`src/rtl/alu_share_arbiter.sv`:
```
// Two-requester round-robin front end for a shared 12-op combinational ALU.
// Commands are accepted over valid/ready, held on the ALU for EXEC_CYCLES cycles, and returned with an error flag.
module alu_share_arbiter #(
    parameter int unsigned EXEC_CYCLES = 1
) (
    input  logic        clk,
    input  logic        resetn,
    input  logic [1:0]  req_valid,
    output logic [1:0]  req_ready,
    input  logic [23:0] req_op,
    input  logic [15:0] req_src1,
    input  logic [15:0] req_src2,
    output logic [1:0]  rsp_valid,
    input  logic [1:0]  rsp_ready,
    output logic [7:0]  rsp_result,
    output logic        rsp_err,
    output logic [11:0] alu_op,
    output logic [7:0]  alu_src1,
    output logic [7:0]  alu_src2,
    input  logic [7:0]  alu_result
);

    localparam int unsigned OP_W  = 12;
    localparam int unsigned D_W   = 8;
    localparam int unsigned CNT_W = 4;

    typedef enum logic [1:0] {
        IDLE = 2'd0,
        EXEC = 2'd1,
        RESP = 2'd2
    } state_t;

    state_t            state_q, state_d;
    logic              rr_ptr_q, rr_ptr_d;
    logic              gnt_q, gnt_d;
    logic [OP_W-1:0]   op_q, op_d;
    logic [D_W-1:0]    src1_q, src1_d;
    logic [D_W-1:0]    src2_q, src2_d;
    logic [D_W-1:0]    result_q, result_d;
    logic              err_q, err_d;
    logic [CNT_W-1:0]  exec_cnt_q, exec_cnt_d;

    logic              gnt_sel;
    logic [OP_W-1:0]   sel_op;
    logic [D_W-1:0]    sel_src1;
    logic [D_W-1:0]    sel_src2;
    logic              sel_onehot;

    // State and datapath registers
    always_ff @(posedge clk or negedge resetn) begin
        if (!resetn) begin
            state_q    <= IDLE;
            rr_ptr_q   <= 1'b0;
            gnt_q      <= 1'b0;
            op_q       <= '0;
            src1_q     <= '0;
            src2_q     <= '0;
            result_q   <= '0;
            err_q      <= 1'b0;
            exec_cnt_q <= '0;
        end else begin
            state_q    <= state_d;
            rr_ptr_q   <= rr_ptr_d;
            gnt_q      <= gnt_d;
            op_q       <= op_d;
            src1_q     <= src1_d;
            src2_q     <= src2_d;
            result_q   <= result_d;
            err_q      <= err_d;
            exec_cnt_q <= exec_cnt_d;
        end
    end

    // Round-robin pick: the pointer's requester if valid, otherwise the other one
    always_comb begin
        gnt_sel    = req_valid[rr_ptr_q] ? rr_ptr_q : ~rr_ptr_q;
        sel_op     = gnt_sel ? req_op[23:12]  : req_op[11:0];
        sel_src1   = gnt_sel ? req_src1[15:8] : req_src1[7:0];
        sel_src2   = gnt_sel ? req_src2[15:8] : req_src2[7:0];
        sel_onehot = (sel_op != '0) && ((sel_op & (sel_op - OP_W'(1))) == '0);
    end

    // Next-state and handshake logic
    always_comb begin
        state_d    = state_q;
        rr_ptr_d   = rr_ptr_q;
        gnt_d      = gnt_q;
        op_d       = op_q;
        src1_d     = src1_q;
        src2_d     = src2_q;
        result_d   = result_q;
        err_d      = err_q;
        exec_cnt_d = exec_cnt_q;
        req_ready  = '0;

        case (state_q)
            IDLE: begin
                if (resetn && (|req_valid)) begin
                    req_ready[gnt_sel] = 1'b1;
                    gnt_d              = gnt_sel;
                    exec_cnt_d         = '0;
                    if (sel_onehot) begin
                        op_d    = sel_op;
                        src1_d  = sel_src1;
                        src2_d  = sel_src2;
                        err_d   = 1'b0;
                        state_d = EXEC;
                    end else begin
                        // Illegal op skips the ALU entirely
                        result_d = '0;
                        err_d    = 1'b1;
                        state_d  = RESP;
                    end
                end
            end
            EXEC: begin
                if (exec_cnt_q == CNT_W'(EXEC_CYCLES - 1)) begin
                    result_d   = alu_result;
                    exec_cnt_d = '0;
                    state_d    = RESP;
                end else begin
                    exec_cnt_d = exec_cnt_q + CNT_W'(1);
                end
            end
            RESP: begin
                if (rsp_ready[gnt_q]) begin
                    rr_ptr_d = ~gnt_q;
                    state_d  = IDLE;
                end
            end
            default: state_d = IDLE;
        endcase
    end

    assign alu_op     = (state_q == EXEC) ? op_q : '0;
    assign alu_src1   = src1_q;
    assign alu_src2   = src2_q;
    assign rsp_valid  = (state_q == RESP) ? (gnt_q ? 2'b10 : 2'b01) : 2'b00;
    assign rsp_result = result_q;
    assign rsp_err    = err_q;

endmodule
```
`config.mk`:
```
export PLATFORM = sky130hd
export DESIGN_NAME = alu_share_arbiter
export DESIGN_NICKNAME = d
export VERILOG_FILES = /design/src/rtl/alu_share_arbiter.sv
export SDC_FILE = /design/constraint.sdc
export NUM_CORES = 1
export LEC_CHECK = 0
export CAP_MARGIN = 20
export CORE_MARGIN = 2
export CORE_UTILIZATION = 42
export DETAILED_ROUTE_END_ITERATION = 8
export HOLD_SLACK_MARGIN = 0.15
export MAX_ROUTING_LAYER = met4
export PLACE_DENSITY = 0.77
export SLEW_MARGIN = 20
export SYNTH_ARGS = -nofsm -noshare
export SYNTH_HDL_FRONTEND = slang
export SYNTH_SLANG_ARGS = --single-unit
```
`constraint.sdc`:
```
create_clock -name clk -period 2.6 [get_ports clk]
set_input_delay 0.39 -clock clk [delete_from_list [all_inputs] [get_ports clk]]
set_output_delay 0.39 -clock clk [all_outputs]
set_load 0.02 [all_outputs]
```
**After elaboration in Yosys (flattened, before gate mapping)**

Index checks and enable logic that the tools add are counted.

- Register bits: 45
- Bits in latches: 0
- RAM bits: 0
- ROM bits: 0
- Output and inout bits: 41
- Word-level logic and storage cells: 67
- Memories kept: 0

- Add/subtract/negate cells: 2
- Multipliers: 0
- Divide/modulo/power cells: 0
- Order comparisons: 4
- Equality and inequality tests: 6
- Shift operators: 0
- Multiplexer cells: 28
- Bitwise operators: 3
- Reduce and logical (&&, ||, !) cells: 15

Operators with widths:

| operator | number |
|---|---|
| 2-to-1 mux 8 bit | 5 |
| 2-to-1 mux 12 bit | 2 |
| 2-to-1 mux 2 bit | 8 |
| case mux 8 bit (2 select lines) | 1 |
| bitwise AND 12 bit | 1 |
| logical NOT 12 bit | 1 |
| nonzero test 12 bit | 1 |
| subtractor 12 x 1 -> 12 bit (second input constant) | 1 |
| 2-to-1 mux 4 bit | 2 |
| != test 2 bit (second input constant) | 4 |
| case mux 4 bit (2 select lines) | 1 |
| 2-to-1 mux 1 bit | 7 |
| < comparator 1 x 2 -> 1 bit (second input constant) | 3 |
| case mux 2 bit (3 select lines) | 1 |
| AND reduction 2 bit | 3 |
| AND reduction 3 bit | 2 |
| adder 4 x 1 -> 4 bit (second input constant) | 1 |
| logical NOT 4 bit | 1 |
| AND reduction 4 bit | 1 |
| logical AND 1 bit | 3 |
| equality test 2 x 1 -> 1 bit (second input constant) | 1 |
| equality test 2 bit (second input constant) | 1 |
| logical NOT 2 bit | 1 |
| inverter 1 bit | 2 |
| other kinds (4) | 4 |

**Depth between registers and ports, before layout**

- Depth in word-level cells: 11
- Mapped depth: 7
- Depth with buffers taken out: 7

**Least setup slack after synthesis**

OpenSTA, ideal clock, no wires.

- Path type: input-to-reg
- Start point: input req_op[12]
- End point: register src1_q[0], in the netlist alu_src1[0]
- Library setup time: 0.125 ns
- Data arrival time: 1.939 ns
- Path slack: 0.536 ns
- Cell stages on the path: 7
- Buffers on the path: 1
- Path through: nor4_1 > nand4_1 > and2_4 > a221oi_2 > nand4_2 > buf_6 > mux2_4

- Cells in the longest elaborated chain, start to end: 6
- Elaborated cells between the ends (all ways): 7
- Classes of those cells: add/sub (1); mux (1); bitwise (1); reduce/logical (4)

Ends and longest elaborated chain:

| item | line | text |
|---|---|---|
| from (decl) | 10 | `input logic [23:0] req_op,` |
| 2-to-1 mux 12 bit (*) | 77 | `sel_op = gnt_sel ? req_op[23:12] : req_op[11:0];` |
| subtractor 12 x 1 -> 12 bit | 80 | `sel_onehot = (sel_op != '0) && ((sel_op & (sel_op - OP_W'(1))) == '0);` |
| bitwise AND 12 bit | 80 |  |
| logical NOT 12 bit | 80 |  |
| logical AND 1 bit (*) | 80 |  |
| AND reduction 3 bit (no line) (*) | n/a |  |
| to (signal assigned) | 66 | `src1_q <= src1_d;` |
| to (decl) | 37 | `logic [D_W-1:0] src1_q, src1_d;` |

Every way passes the cells marked *; elsewhere a longest branch is shown, timed or not.
A chain may end at the register's enable or synchronous reset.

**Worst setup path after layout**

- Start point: input req_op[12]
- End point: register op_q[11]

- Cells in the longest elaborated chain, start to end: 6
- Elaborated cells between the ends (all ways): 7
- Classes of those cells: add/sub (1); mux (1); bitwise (1); reduce/logical (4)

Ends and longest elaborated chain:

| item | line | text |
|---|---|---|
| 2-to-1 mux 12 bit (*) | 77 |  |
| subtractor 12 x 1 -> 12 bit | 80 |  |
| bitwise AND 12 bit | 80 |  |
| logical NOT 12 bit | 80 |  |
| logical AND 1 bit (*) | 80 |  |
| AND reduction 3 bit (no line) (*) | n/a |  |
| to (signal assigned) | 65 | `op_q <= op_d;` |
| to (decl) | 36 | `logic [OP_W-1:0] op_q, op_d;` |

Marked as above.

==> results.json <==
{
  "route.detailed.drc": 0,
  "fmax_ghz": 0.409,
  "hold_violations": 0,
  "relSlewSlack": 0.609,
  "path_max_fanout": 8,
  "async_reset_ff_frac": 1.00,
  "cts.clk_slew.worst_paths_ns": 0.09,
  "pre_cts_ws_ns": -0.181,
  "cts_tree": "built",
  "die_h_um": 84.9,
  "vias": 2605,
  "synth_cell_type_count": 49,
  "rsz0062_at_grt": "false",
  "setup_tns_ns": 0,
  "postSynthCellCount": 288,
  "synth_compound_area_frac": 0.121,
  "status": "finished clean",
  "skew_ns": 0.00630,
  "dp_hpwl_um": 5580,
  "initial_core_util": 0.433,
  "fin_util": 0.670,
  "coreArea_sq_mm": 0.00635,
  "switchingPower_uw": 693,
  "rrSetupSlack_ns": 0.30,
  "yosys.area_share.simple": 0.257,
  "endpoint_kind": "flip-flop",
  "final_cell_area_sq_mm": 0.00426,
  "cellLeakagePower_nw": 2.15,
  "period_needed_ns": 2.45,
  "layout-drive-gt1-share": 0.200,
  "regArea_sq_mm": 0.00113,
  "vias_per_cell": 5.13,
  "grt-ovfl-total": 0,
  "drtIter0Drc": 77,
  "r2r_start": "rr_ptr_q",
  "clockBufferDepth": 2,
  "area_growth_pct": 54.8,
  "tightest_slew_ns": 0.585,
  "yosysSeqAreaShare": 0.410,
  "power_mw": 1.97,
  "synthAdderAreaFrac": 0.0127,
  "finalSetupViolCount": 0,
  "power_density_mw_per_mm2": 464,
  "pwr-share-seq": 0.390,
  "nets": 502,
  "wire_per_inst_um": 14.3,
  "firstDrtPassIters": 5,
  "io_pins": 111,
  "first_global_vias": 2615,
  "multiInputGateArea_sq_mm": 0.00155,
  "crit_required_ns": 2.80,
  "drt.antenna.violating_nets": 0,
  "synth_top_family_by_area": "simple AND/OR/NAND/NOR gates",
  "synth_flop_cell": "dfrtp_1",
  "ir_drop_uv": 245,
  "clock-sinks": 45,
  "htreeDepth": 2,
  "r2r_end": "op_q[11]",
  "routabilityCongestion": 0.920,
  "p_int_mw": 1.28,
  "dpl-instance-area_sq_mm": 0.00416,
  "critPathLaunchType": "primary input",
  "hold_path_class": "in2async",
  "dieArea_sq_mm": 0.00721,
  "postCtsHoldBufs": 0,
  "port_buffers": 110,
  "grt_usage": 0.210,
  "post_cts_buffers": 0,
  "syn_nets": 360,
  "criticalPathCategory": "in2reg",
  "antenna_found_initial": 0,
  "synth_warnings": 0,
  "n_antenna_cell": 0,
  "fp-row-count": 29,
  "clock_power_share": 0.227,
  "drt_wl_total_um": 7280,
  "synth_xor_area_frac": 0.00637,
  "numCtsBuffers": 5,
  "grt_start_max_net_pins": 46,
  "maxSlewViolCount": 0,
  "finalWorstSetupSlack_ns": 0.153,
  "synthMuxAreaShare": 0.166,
  "synth_edf_count": 0,
  "combPwrFrac": 0.384,
  "die_w_um": 84.9,
  "period_share": 0.941,
  "nFillCells": 523,
  "grt_pass1_wl_um": 11900,
  "insertion_delay_ns": 0.30,
  "cts-root-buf": "clkbuf_8",
  "synth_area_per_cell_sq_um": 9.54,
  "swShare": 0.351,
  "maxCapViolCount": 0,
  "ff2ff_path_depth": 7,
  "netlist_area_sq_mm": 0.00275,
  "crit_arrival_ns": 2.64,
  "ys_ff_latch": 45
}
## cell families after synthesis
kind of cell / count (synthesis)
muxes: 31
and+or+nand+nor: 149
buffers and inverters: 14
AOI/OAI and AO/OA: 44
DFF: 45
adders and majority gates: 3
xor gates and xnor gates: 2
## power by group through the flow
stage               clock network [mW]  registers, mW  logic [mW]
floorplan                            0          0.769       0.417
global placement                     0          0.779       0.740
detailed placement                   0          0.779       0.760
CTS                              0.465          0.768       0.763
global route                     0.482          0.774       0.830
finish                           0.447          0.768       0.757
## Yosys cell counts, types with 2 or more instances
cell | number | area, sq um
buf_6 | 3 | 33.8
mux2_4 | 29 | 435
nor2b_1 | 2 | 12.5
nand2_1 | 92 | 345
and2_1 | 14 | 87.6
a211oi_1 | 5 | 37.5
dfrtp_1 | 45 | 1130
a22o_1 | 8 | 70.1
nor2_1 | 11 | 41.3
a21o_1 | 9 | 67.6
o21ai_0 | 6 | 30.0
inv_1 | 3 | 11.3
a21oi_1 | 5 | 25.0
nor4_1 | 4 | 25.0
nand4_1 | 3 | 18.8
mux2i_1 | 2 | 20.0
clkbuf_1 | 6 | 22.5
nand3_1 | 2 | 10.0
ha_1 | 2 | 25.0
nor3_1 | 8 | 40.0
## cell usage in the layout, fill, tap and decap left out, types with 2 or more instances in the layout
master           instances
inv_1                    3
mux2i_1                  2
nand3_1                  2
buf_4                   35
dfrtp_1                 45
clkbuf_8                 5
a22o_1                   8
ha_1                     2
nand4_1                  3
nor3_1                   8
nor2b_4                  2
nor4_1                   4
clkdlybuf4s50_1        107
a211oi_1                 5
o21ai_0                  6
nor2b_1                  2
nand2_1                 92
mux2_4                  29
nor2_1                  11
and2_1                  14
a21o_1                   9
a21oi_1                  5
## worst max-delay path by stage
stage	from	end	slack, ns	depth (start not counted)
5_1_grt	req_op[15]	op_q[2]	0.02	9
2_1_floorplan	req_op[12]	alu_src1[0]	0.54	7
3_5_place_dp	req_valid[0]	op_q[11]	-0.18	8
6_report	req_op[12]	op_q[11]	0.15	9
4_1_cts	req_valid[0]	req_ready[0]	0.02	5
3_3_place_gp	req_op[12]	alu_src1[0]	-0.06	9
## layer usage
| layer | share of wire | GRT usage | vias up |
|---|---|---|---|
| met2 | 0.50 | 0.359 | 84 |
| li1 | - | - | 1276 |
| met3 | 0.052 | 0.0438 | 2 |
| met1 | 0.45 | 0.260 | 1243 |
| met5 | 0 | - | - |
| met4 | 0.0011 | 0.0375 | 0 |
## flip-flops by register name, summed over array words and instances (netlist names)
name,flops
alu_src1,8
alu_src2,8
exec_cnt_q,4
gnt_q,1
op_q,12
rr_ptr_q,1
rsp_err,1
rsp_result,8
state_q,2
## metrics by stage
stage	hold slack, ns	cells
floorplan	0.0944	288
global placement	0.482	500
detailed placement	0.490	500
CTS	0.197	508
global route	0.229	508
finish	0.184	508
## cell type report
type,instances,share of cell area
clock buffer,5,0.0162
inverter,3,0.00265
timing repair buffer,146,0.324
multi-input combinational,229,0.365
sequential,45,0.265
clock inverter,3,0.00500
tap,77,0.0226
## critical path: stages
cell and delay (ns):
clkdlybuf4s50_1 0.42, nor4_1 0.36, buf_4 0.18, nand4_1 0.11, and2_4 0.17, a221oi_2 0.29
nand4_2 0.18, buf_4 0.24, mux2_4 0.31
## timing repair
| action | in CTS | in global routing |
|---|---|---|
| hold endpoints to repair | 0 | 0 |
| resized for setup | 2 | 1 |
| setup endpoints to repair | 2 | 1 |
| gates cloned | 0 | 0 |
No activity file was read; power rests on OpenSTA's default activity.
